[config.mk]
export PLATFORM = sky130hd
export DESIGN_NAME = prog_loader
export DESIGN_NICKNAME = d
export VERILOG_FILES = /design/src/rtl/prog_loader.sv
export SDC_FILE = /design/constraint.sdc
export NUM_CORES = 1
export LEC_CHECK = 0
export ABC_CLOCK_PERIOD_IN_PS = 2090
export CAP_MARGIN = 20
export CORE_ASPECT_RATIO = 0.7
export CORE_MARGIN = 2
export CORE_UTILIZATION = 49
export CTS_CLUSTER_DIAMETER = 60
export DETAILED_ROUTE_END_ITERATION = 8
export PLACE_DENSITY = 0.85
export SYNTH_ARGS = -nofsm -noshare
export SYNTH_HDL_FRONTEND = slang
export SYNTH_SLANG_ARGS = --single-unit
[constraint.sdc]
create_clock -name clk -period 2.09 [get_ports clk]
set_input_delay 0.3135 -clock clk [delete_from_list [all_inputs] [get_ports clk]]
set_output_delay 0.3135 -clock clk [all_outputs]
set_load 0.01 [all_outputs]
[src/rtl/prog_loader.sv]
// Program-memory loader: accepts a stream of instruction words, writes them
// into program ROM, zero-fills the unused tail, holds the processor in reset
// for a fixed settle time, then releases it with a one-cycle done pulse.
//
//   state | meaning
//   IDLE  | after reset; processor held in reset, waiting for load_start
//   LOAD  | accepting words, one ROM write per accepted word
//   FILL  | writing zeros from the word after the last one up to the top address
//   HOLD  | last write done; processor kept in reset for HOLD_CYCLES cycles
//   RUN   | processor released; a new load_start restarts a session
module prog_loader #(
  parameter int PROG_SIZE   = 1024,
  parameter int ADDR_WIDTH  = 10,
  parameter int INSTR_WIDTH = 18,
  parameter int HOLD_CYCLES = 4     // must be >= 1
) (
  input  logic                   clk,
  input  logic                   reset,
  input  logic                   load_start,
  input  logic                   word_valid,
  input  logic [INSTR_WIDTH-1:0] word_data,
  input  logic                   word_last,
  output logic                   word_ready,
  output logic                   rom_we,
  output logic [ADDR_WIDTH-1:0]  rom_addr,
  output logic [INSTR_WIDTH-1:0] rom_wdata,
  output logic                   cpu_reset,
  output logic                   load_done,
  output logic [ADDR_WIDTH:0]    load_count,
  output logic                   overflow_err
);

  typedef enum logic [2:0] {IDLE, LOAD, FILL, HOLD, RUN} state_t;

  localparam int HCW = (HOLD_CYCLES > 1) ? $clog2(HOLD_CYCLES) : 1;
  localparam logic [ADDR_WIDTH-1:0] LAST_ADDR = ADDR_WIDTH'(PROG_SIZE - 1);
  localparam logic [HCW-1:0]        HOLD_INIT = HCW'(HOLD_CYCLES - 1);

  state_t                state;
  logic [ADDR_WIDTH-1:0] ptr;
  logic [HCW-1:0]        hold_cnt;
  logic                  xfer;

  // A word moves only while loading and the registered ready is up.
  assign xfer = (state == LOAD) && word_valid && word_ready;

  // Sequencer: state, write pointer, counters and all registered outputs.
  always_ff @(posedge clk) begin
    if (reset) begin
      state        <= IDLE;
      ptr          <= '0;
      hold_cnt     <= '0;
      word_ready   <= 1'b0;
      rom_we       <= 1'b0;
      rom_addr     <= '0;
      rom_wdata    <= '0;
      cpu_reset    <= 1'b1;
      load_done    <= 1'b0;
      load_count   <= '0;
      overflow_err <= 1'b0;
    end else begin
      rom_we    <= 1'b0;
      load_done <= 1'b0;
      case (state)
        IDLE, RUN: begin
          if (load_start) begin
            state        <= LOAD;
            ptr          <= '0;
            load_count   <= '0;
            overflow_err <= 1'b0;
            word_ready   <= 1'b1;
            cpu_reset    <= 1'b1;
          end
        end
        LOAD: begin
          if (xfer) begin
            rom_we     <= 1'b1;
            rom_addr   <= ptr;
            rom_wdata  <= word_data;
            load_count <= load_count + 1'b1;
            if (ptr == LAST_ADDR) begin
              // Memory is full: stop here whether or not the word was last.
              state        <= HOLD;
              word_ready   <= 1'b0;
              hold_cnt     <= HOLD_INIT;
              overflow_err <= ~word_last;
            end else begin
              ptr <= ptr + 1'b1;
              if (word_last) begin
                state      <= FILL;
                word_ready <= 1'b0;
              end
            end
          end
        end
        FILL: begin
          rom_we    <= 1'b1;
          rom_addr  <= ptr;
          rom_wdata <= '0;
          if (ptr == LAST_ADDR) begin
            state    <= HOLD;
            hold_cnt <= HOLD_INIT;
          end else begin
            ptr <= ptr + 1'b1;
          end
        end
        HOLD: begin
          // The final write is visible in the first HOLD cycle, so the
          // release lands HOLD_CYCLES cycles after it.
          if (hold_cnt == '0) begin
            state     <= RUN;
            cpu_reset <= 1'b0;
            load_done <= 1'b1;
          end else begin
            hold_cnt <= hold_cnt - 1'b1;
          end
        end
        default: state <= IDLE;
      endcase
    end
  end

endmodule

# ---- After elaboration in Yosys (flattened, before gate mapping)
# Index checks and enable logic that the tools add are counted.
dict set report op_classes {
  bitwise_logic 2
  reduce_logical 19
  eq_ne 12
  addsub 3
  muxes 36
}
# op count
set ops {}
lappend ops {{$mux 10} 4}
lappend ops {{$pmux 18 s2} 1}
lappend ops {{$pmux 10 s3} 1}
lappend ops {{$mux 11} 2}
lappend ops {{$pmux 11 s2} 1}
lappend ops {{$pmux 10 s2} 1}
lappend ops {{$mux 18} 1}
lappend ops {{$mux 3} 6}
lappend ops {{$pmux 3 s4} 1}
lappend ops {{$reduce_and 3->1} 4}
lappend ops {{$add 11x1->11 const B} 1}
lappend ops {{$add 10x1->10 const B} 1}
lappend ops {{$eq 10x10->1 const B} 1}
lappend ops {{$mux 1} 10}
lappend ops {{$ne 2x2->1 const B} 5}
lappend ops {{$pmux 1 s2} 4}
lappend ops {{$reduce_and 4->1} 2}
lappend ops {{$eq 3x2->1 const B} 2}
lappend ops {{$mux 2} 3}
lappend ops {{$pmux 2 s3} 1}
lappend ops {{$reduce_bool 2->1} 3}
lappend ops {{$reduce_bool 3->1} 2}
lappend ops {{$reduce_and 5->1} 1}
lappend ops {{$reduce_or 2->1} 2}
lappend ops {{10 further kinds} 12}
dict set report totals {
  output_inout_bits 44
  elab_cells 83
  regBits 59
  input_bits 23
}

# ---- Logic depth before layout (Yosys ltp)
# Gate-level depths: netlist (run 1).
dict set report logic_depth {
  depth_word 5
  ltp_mapped 8
  ltp_nobuf 7
}

# ---- Least setup slack after synthesis (run 1)
# Ideal clock, no wire load.
dict set report synth_path {
  kind {register to register}
  from {reg ptr[0]}
  to {reg ptr[7]}
  synth_period_minus_slack_ns 1.811
  required_ns 1.975
  stages_incl_launch_ff 9
  setup_slack_ns 0.279
  t_arrival_ns 1.696
  path_buffers 2
  setup_ns 0.115
  cell_sequence {dfxtp_1 -> ha_1 -> nand4_1 -> or3_1 -> buf_6 -> o22ai_4 -> buf_6 -> nor3_1 -> o21a_1}
}
dict set report synth_between {
  elab_chain_len 4
  elab_cells_between_ends 5
  classes_between {1 x add/sub; 1 x eq/ne; 3 x mux}
}
# item line_no
set synth_lines {}
lappend synth_lines {{from (decl)} 40} ;# logic [ADDR_WIDTH-1:0] ptr;
lappend synth_lines {{from (signal assigned)} 88} ;# ptr <= ptr + 1'b1;
lappend synth_lines {{from (signal assigned)} 104} ;# ptr <= ptr + 1'b1;
lappend synth_lines {{$add 10x1->10 / $eq 10x10->1 (equally long branches)} --}
lappend synth_lines {{$mux 10 *} {81, 100}}
lappend synth_lines {{$mux 10} 76} ;# if (xfer) begin
lappend synth_lines {{$pmux 10 s3 *} 64} ;# case (state)
# Mark *: on every way between the ends. The rest lies on a longest branch, timed or not. The select of a mux whose other input is x is not followed.
# A chain may end at the register's enable or synchronous reset.

# ---- Worst setup path after layout (run 1)
dict set report layout_path {
  from {reg ptr[1]}
  to {reg ptr[0]}
}
dict set report layout_between {
  elab_chain_len 4
}
# item line_no
set layout_lines {}
lappend layout_lines {{$eq 10x10->1 *} {81, 100}}
lappend layout_lines {{$mux 10 *} --}
lappend layout_lines {{$mux 10} --}
lappend layout_lines {{$pmux 10 s3 *} --}
# Marked as above.

==> out/summary.txt, run 1 <==
Run status - complete, no violations
Synth Register Bits - 59
Final setup TNS - 0 ns
Slowest-stage cell, CP - or3_4
DRC - 0
Reg2reg end - ptr[0]
Slew headroom - 0.577
Warnings, synthesis - 0
Leakage - 1.28 nW
Crit path kind - flop to flop
Primary FF master, synth - dfxtp_1
Nets - 410
FFs w/ async S/R, synth - 0
Core Area - 5230 sq um
FF-to-FF path depth - 7
Internal Power - 2.13 mW
Setup Skew - 0.00790 ns
Synth top area share - 0.446
Detail Route Antenna Nets - 0
Cell with the most instances after synthesis - dfxtp_1
Post-Synthesis Cell Area - 2650 sq um
Num CTS Buffers - 9
Commonest cells post-synth - dfxtp_1 (59), nand2_1 (54), nor2_1 (30)
Clk Latency, worst-skew pair - 0.34 ns
Starting Density - 0.506
Post-CTS Hold Fix Bufs - 0
Initial antenna violation count - 0
CTS tree - built
Post-synthesis cell count - 306
First-pass GRT wire length - 11100 um
MaxCap Viol Count - 0
Clock Sinks - 59
Gate power share - 0.337
Iteration-0 DRC Markers - 199
DPL Wire Length - 4750 um
Post_cts resized - 0
CP startpoint - ptr[1]
Die Span Y - 65.5 um
Layout area overhead - 36.2%
Worst R2R Setup Slack - 0.14 ns
Seq pwr share - 0.395
Netlist cell types - 49
Die area - 6010 sq um
Fmax achieved - 512 MHz
Seq/Total Area, Yosys - 0.446
Yosys top cell by area - dfxtp_1
Placed standard-cell area - 3440 sq um
WL/cell - 14.7 um
Ports - 67
Worst hold margin - 0.454 ns
WP data required - 2.32 ns
Post-CTS setup buffers - 0
Post-synth EDFFs - 0
CP endpoint - ptr[0]
Number of global-route vias before repair - 2352
Final Hold Viols - 0
CP cell instances - ha_1 -> nand4_1 -> or3_4 -> o22ai_4 -> buf_4 -> xor2_1 -> nor2_1
CTS clk-pin slew, worst paths - 0.06 ns
Critical Path Fanout Max - 6
DR vias/cell - 5.41
Pre-antenna DRT Iters - 4
NetSw - 1.14 mW
Clock share of power - 0.267
Power per Cell Area - 907 nW/um^2
Syn_area_per_cell - 8.65 sq um
Clock Tree Buf Depth - 2
Critical Path Max Stage Delay - 0.44 ns
Clk root buf - clkbuf_8
Share of post-route cells with drive strength above 1 - 0.137
CP arrival - 2.18 ns
Switching portion of total power - 0.348
PortBufs - 66
Synthesized net count - 332
Largest net degree at the start of global routing - 19
Top cells by area, synth - dfxtp_1 (45%), nand2_1 (7.7%), a21oi_1 (4.9%), nor2_1 (4.3%), mux2i_1 (4.2%)
Slew Limit Fails - 0
Overall Global Routing Usage - 0.238
Peak VDD IR - 0.000526 V
Layout fillers - 445
Min Tclk post-route - 1.95 ns
CP Capture Type - flop
Actual slew at the worst max-slew pin - 0.633 ns
Die Width - 91.8 um
Routed vias - 2488
Reg2reg start - ptr[1]
Final Instance Area - 3600 sq um
Period utilization - 0.935
Ant. Diodes - 0
RSZ-0062 raised after global routing - false
Setup crit start kind - flop
H-tree depth - 3
Final setup viols - 0
Row count - 22
WL final - 6740 um
Remaining global-route overflow - 0
GP Congestion - 0.922
Worst Hold Class - flop to flop
-- worst max-delay path, delay by kind of cell (launching register included) --
kind	cells	cell delay [ns]
adder cells (fa/ha/maj)	1	0.20
XOR/XNOR	1	0.17
AO/OA/AOI/OAI	1	0.22
AND/OR/NAND/NOR	3	0.69
flip-flops	1	0.36
buffers and inverters	1	0.20
-- flip-flops by register name (all words and copies together), names as in the netlist --
signal and count:
cpu_reset 1, hold_cnt 2, load_count 11, load_done 1
overflow_err 1, ptr 10, rom_addr 10, rom_wdata 18
rom_we 1, state 3, word_ready 1
-- layer usage --
| layer | share of wire | vias up | global-route usage |
|---|---|---|---|
| li1 | - | 1218 | - |
| met1 | 0.48 | 1178 | 0.315 |
| met2 | 0.45 | 73 | 0.361 |
| met3 | 0.049 | 19 | 0.0734 |
| met4 | 0.029 | 0 | 0.104 |
| met5 | 0 | - | 0 |
-- cell usage in the layout (no fill, tap or decap), types with 5 or more instances in the layout --
cell,n
clkdlybuf4s50_1,66
dfxtp_1,58
nand2_1,54
nor2_1,30
a21oi_1,26
buf_4,17
inv_1,11
mux2i_1,11
xor2_1,11
clkbuf_8,10
nand4_1,9
nand2b_1,6
nor3_1,6
nand3_1,5
and3_1,5
-- area by class of cell --
class / count / area (sq um) / area share
Multi-Input combinational cell: 220 / 1340 / 0.372
Sequential cell: 59 / 1180 / 0.328
Timing Repair Buffer: 83 / 788 / 0.219
Clock buffer: 12 / 145 / 0.0403
Tap cell: 72 / 90.1 / 0.0250
Inverter: 11 / 41.3 / 0.0115
Clock inverter: 3 / 15.0 / 0.00417
-- worst min path at each step --
stage	start	end	cells past startpoint
2_1_floorplan	hold_cnt[0]	hold_cnt[0]	1
3_3_place_gp	cpu_reset	cpu_reset	2
3_5_place_dp	rom_wdata[15]	rom_wdata[15]	2
4_1_cts	rom_wdata[15]	rom_wdata[15]	2
5_1_grt	rom_wdata[10]	rom_wdata[10]	2
6_report	rom_wdata[10]	rom_wdata[10]	2
-- power groups by stage --
stage / clock network [mW] / registers, mW / logic (mW)
after CTS: 0.889 / 1.29 / 1.09
after global placement: 0 / 1.31 / 1.04
after global routing: 0.954 / 1.30 / 1.19
after detailed placement: 0 / 1.31 / 1.07
after floorplan: 0 / 1.28 / 0.727
final: 0.874 / 1.29 / 1.10
-- per-stage QoR --
step | power, mW | setup WS [ns] | instances | util
after CTS | 3.26 | 0.00211 | 460 | 0.688
final | 3.27 | 0.135 | 460 | 0.689
after global routing | 3.45 | 0.0135 | 460 | 0.689
after detailed placement | 2.39 | 0.0158 | 445 | 0.657
after floorplan | 2.01 | 0.279 | 306 | -
after global placement | 2.35 | 0.0989 | 445 | 0.657
-- cells by family after synthesis --
| kind of cell | synth area share |
|---|---|
| flip-flops | 0.446 |
| XOR/XNOR | 0.0397 |
| adder cells (fa/ha/maj) | 0.0142 |
| AND/OR/NAND/NOR | 0.256 |
| buffers and inverters | 0.0482 |
| multiplexers | 0.0416 |
| AO/OA/AOI/OAI | 0.154 |
No activity file was read; power rests on OpenSTA's default activity.
==> inputs of run 2 (changes only) <==
--- a/config.mk
+++ b/config.mk
@@ -9,10 +9,11 @@
 export CAP_MARGIN = 20
 export CORE_ASPECT_RATIO = 0.7
 export CORE_MARGIN = 2
-export CORE_UTILIZATION = 49
+export CORE_UTILIZATION = 55
 export CTS_CLUSTER_DIAMETER = 60
 export DETAILED_ROUTE_END_ITERATION = 8
-export PLACE_DENSITY = 0.85
+export DONT_BUFFER_PORTS = 1
+export PLACE_DENSITY = 0.75
 export SYNTH_ARGS = -nofsm -noshare
 export SYNTH_HDL_FRONTEND = slang
 export SYNTH_SLANG_ARGS = --single-unit
==> run 2 against run 1 <==
  * Wire length is 17% lower
  * Combinational power is 20% lower
  * Flip-flop and latch count stayed put
  * Critical path type unchanged
  * Critical endpoint is now overflow_err
==> out/summary.txt, run 2 (synthesis results as in run 1) <==
Core Area - 4700 sq um (-10%)
Die area - 5390 sq um (-10%)
Final Instance Area - 2900 sq um (-20%)
Clock Sinks - 59 (unchanged)
Pre-antenna DRT Iters - 4 (unchanged)
Min Tclk post-route - 1.95 ns (-0.00747 ns)
First-pass GRT wire length - 8570 um (-23%)
Actual slew at the worst max-slew pin - 0.475 ns (-0.158 ns)
Die Width - 86.9 um (-5.4%)
Worst path depth - 7 (unchanged)
Critical Path Max Stage Delay - 0.40 ns (-0.04 ns)
Slew headroom - 0.681 (+0.104)
Final setup viols - 0 (unchanged)
Die Span Y - 62.0 um (-5.3%)
Num CTS Buffers - 9 (unchanged)
Final setup TNS - 0 ns (unchanged)
DRC - 0 (unchanged)
Clock Tree Buf Depth - 2 (unchanged)
Setup crit start kind - flop
H-tree depth - 3 (unchanged)
Internal Power - 2.07 mW (-2.9%)
Run status - complete, no violations
Layout fillers - 418 (-6.1%)
Critical Path Fanout Max - 5 (-1)
MaxCap Viol Count - 0 (unchanged)
CP arrival - 2.16 ns (-0.02 ns)
Seq pwr share - 0.419 (+0.024)
Fmax achieved - 513 MHz (+0.38%)
Switching portion of total power - 0.337 (-0.0112)
Iteration-0 DRC Markers - 174 (-13%)
Initial antenna violation count - 0 (unchanged)
CP cell instances - ha_1 -> nand4_1 -> or3_1 -> buf_4 -> o21a_1 -> o311ai_0 -> nand2_1
Post_cts resized - 0 (unchanged)
Commonest non-fill, non-tap cell in the layout - dfxtp_1
NetSw - 1.05 mW (-7.6%)
RSZ-0062 raised after global routing - false
FF-to-FF path depth - 7 (unchanged)
Reg2reg start - ptr[1]
Period utilization - 0.932 (-0.00358)
Slowest-stage cell, CP - or3_1
Post-Place Cells - 359 (-19%)
Worst Hold Class - primary input to flop
Setup Skew - 0.00588 ns (-0.00201 ns)
Ant. Diodes - 0 (unchanged)
Overall Global Routing Usage - 0.213 (-0.0250)
PortBufs - 0 (-100%)
CTS tree - built
Post-CTS Hold Fix Bufs - 0 (unchanged)
Crit path kind - flop to flop
Number of global-route vias before repair - 1800 (-23%)
Row count - 21 (-4.5%)
Power per Cell Area - 1080 nW/um^2 (+19%)
WL/cell - 14.9 um (+1.8%)
Layout area overhead - 9.65%
Max FFs per register - 18 (unchanged)
Top flop regs - rom_wdata x18, load_count x11
Leakage - 1.02 nW (-20%)
CTS clk-pin slew, worst paths - 0.06 ns (about the same)
Peak VDD IR - 0.000808 V (+54%)
Clk root buf - clkbuf_8
Slew Limit Fails - 0 (unchanged)
Biggest register - rom_wdata
DR vias/cell - 5.66 (+4.7%)
CP startpoint - ptr[1]
GP Congestion - 0.823 (-11%)
Reg2reg end - overflow_err
Family with the most delay on the worst path - simple AND/OR/NAND/NOR gates
WP data required - 2.30 ns (-0.02 ns)
DPL Wire Length - 3950 um (-17%)
Starting Density - 0.563 (+0.0567)
Worst R2R Setup Slack - 0.14 ns (about the same)
Placed standard-cell area - 2720 sq um (-21%)
CP Capture Type - flop
Final Hold Viols - 0 (unchanged)
Clk Latency, worst-skew pair - 0.33 ns (about the same)
Cell Count, Final, Fillers Out - 374 (-19%)
Clock share of power - 0.298 (+0.031)
Detail Route Antenna Nets - 0 (unchanged)
Largest net degree at the start of global routing - 30 (+11)
Commonest non-fill, non-tap cells in the layout - dfxtp_1 (58), nand2_1 (54), nor2_1 (30), a21oi_1 (26)
WL final - 5580 um (-17%)
CP endpoint - overflow_err
Post-CTS setup buffers - 0 (unchanged)
Remaining global-route overflow - 0 (unchanged)
Gate power share - 0.283 (-0.054)
Routed vias - 2118 (-15%)
Nets - 339 (-17%)
Ports - 67 (unchanged)
Buf/Inv on CP - 1 (unchanged)
Share of post-route cells with drive strength above 1 - 0.151 (+0.0148)
==> run 2: how the worst min path moves through the flow <==
stage	startpoint	to	slack (ns)	depth (start not counted)
floorplan	hold_cnt[0]	hold_cnt[0]	0.44	1
global placement	reset	rom_addr[9]	0.39	1
detailed placement	reset	rom_addr[0]	0.39	1
CTS	reset	rom_addr[2]	0.04	1
global route	reset	hold_cnt[1]	0.02	1
finish	reset	state[2]	0.05	1
==> run 2: area by class of cell <==
cell class / instances / area (sq um) / area share
inverters: 11 / 41.3 / 0.0142
repair buffers: 12 / 90.1 / 0.0310
clock buffers: 13 / 169 / 0.0582
multi-input cells: 220 / 1340 / 0.461
well taps: 57 / 71.3 / 0.0246
flip-flops and latches: 59 / 1180 / 0.408
clock inverters: 2 / 10.0 / 0.00345
==> run 2: metal layers <==
layer  global-route usage  wire length (um)
met1                0.305              2740
met2                0.276              2310
met3                0.110               494
met4               0.0603                34
met5                    0                 0
==> run 2: power by group through the flow <==
stage | Clock, mW | Sequential [mW] | Combinational (mW)
floorplan | 0 | 1.28 | 0.727
global placement | 0 | 1.33 | 0.860
detailed placement | 0 | 1.33 | 0.873
CTS | 0.948 | 1.31 | 0.880
global route | 1.01 | 1.32 | 0.981
finish | 0.929 | 1.31 | 0.884
==> run 2: metrics by stage <==
stage	util	setup slack, ns	hold WS [ns]	power [mW]
global placement	0.579	0.195	0.390	2.19
finish	0.617	0.143	0.0533	3.12
CTS	0.617	0.110	0.0385	3.13
floorplan	-	0.279	0.443	2.01
global route	0.617	0.00575	0.0221	3.31
detailed placement	0.579	0.127	0.391	2.20
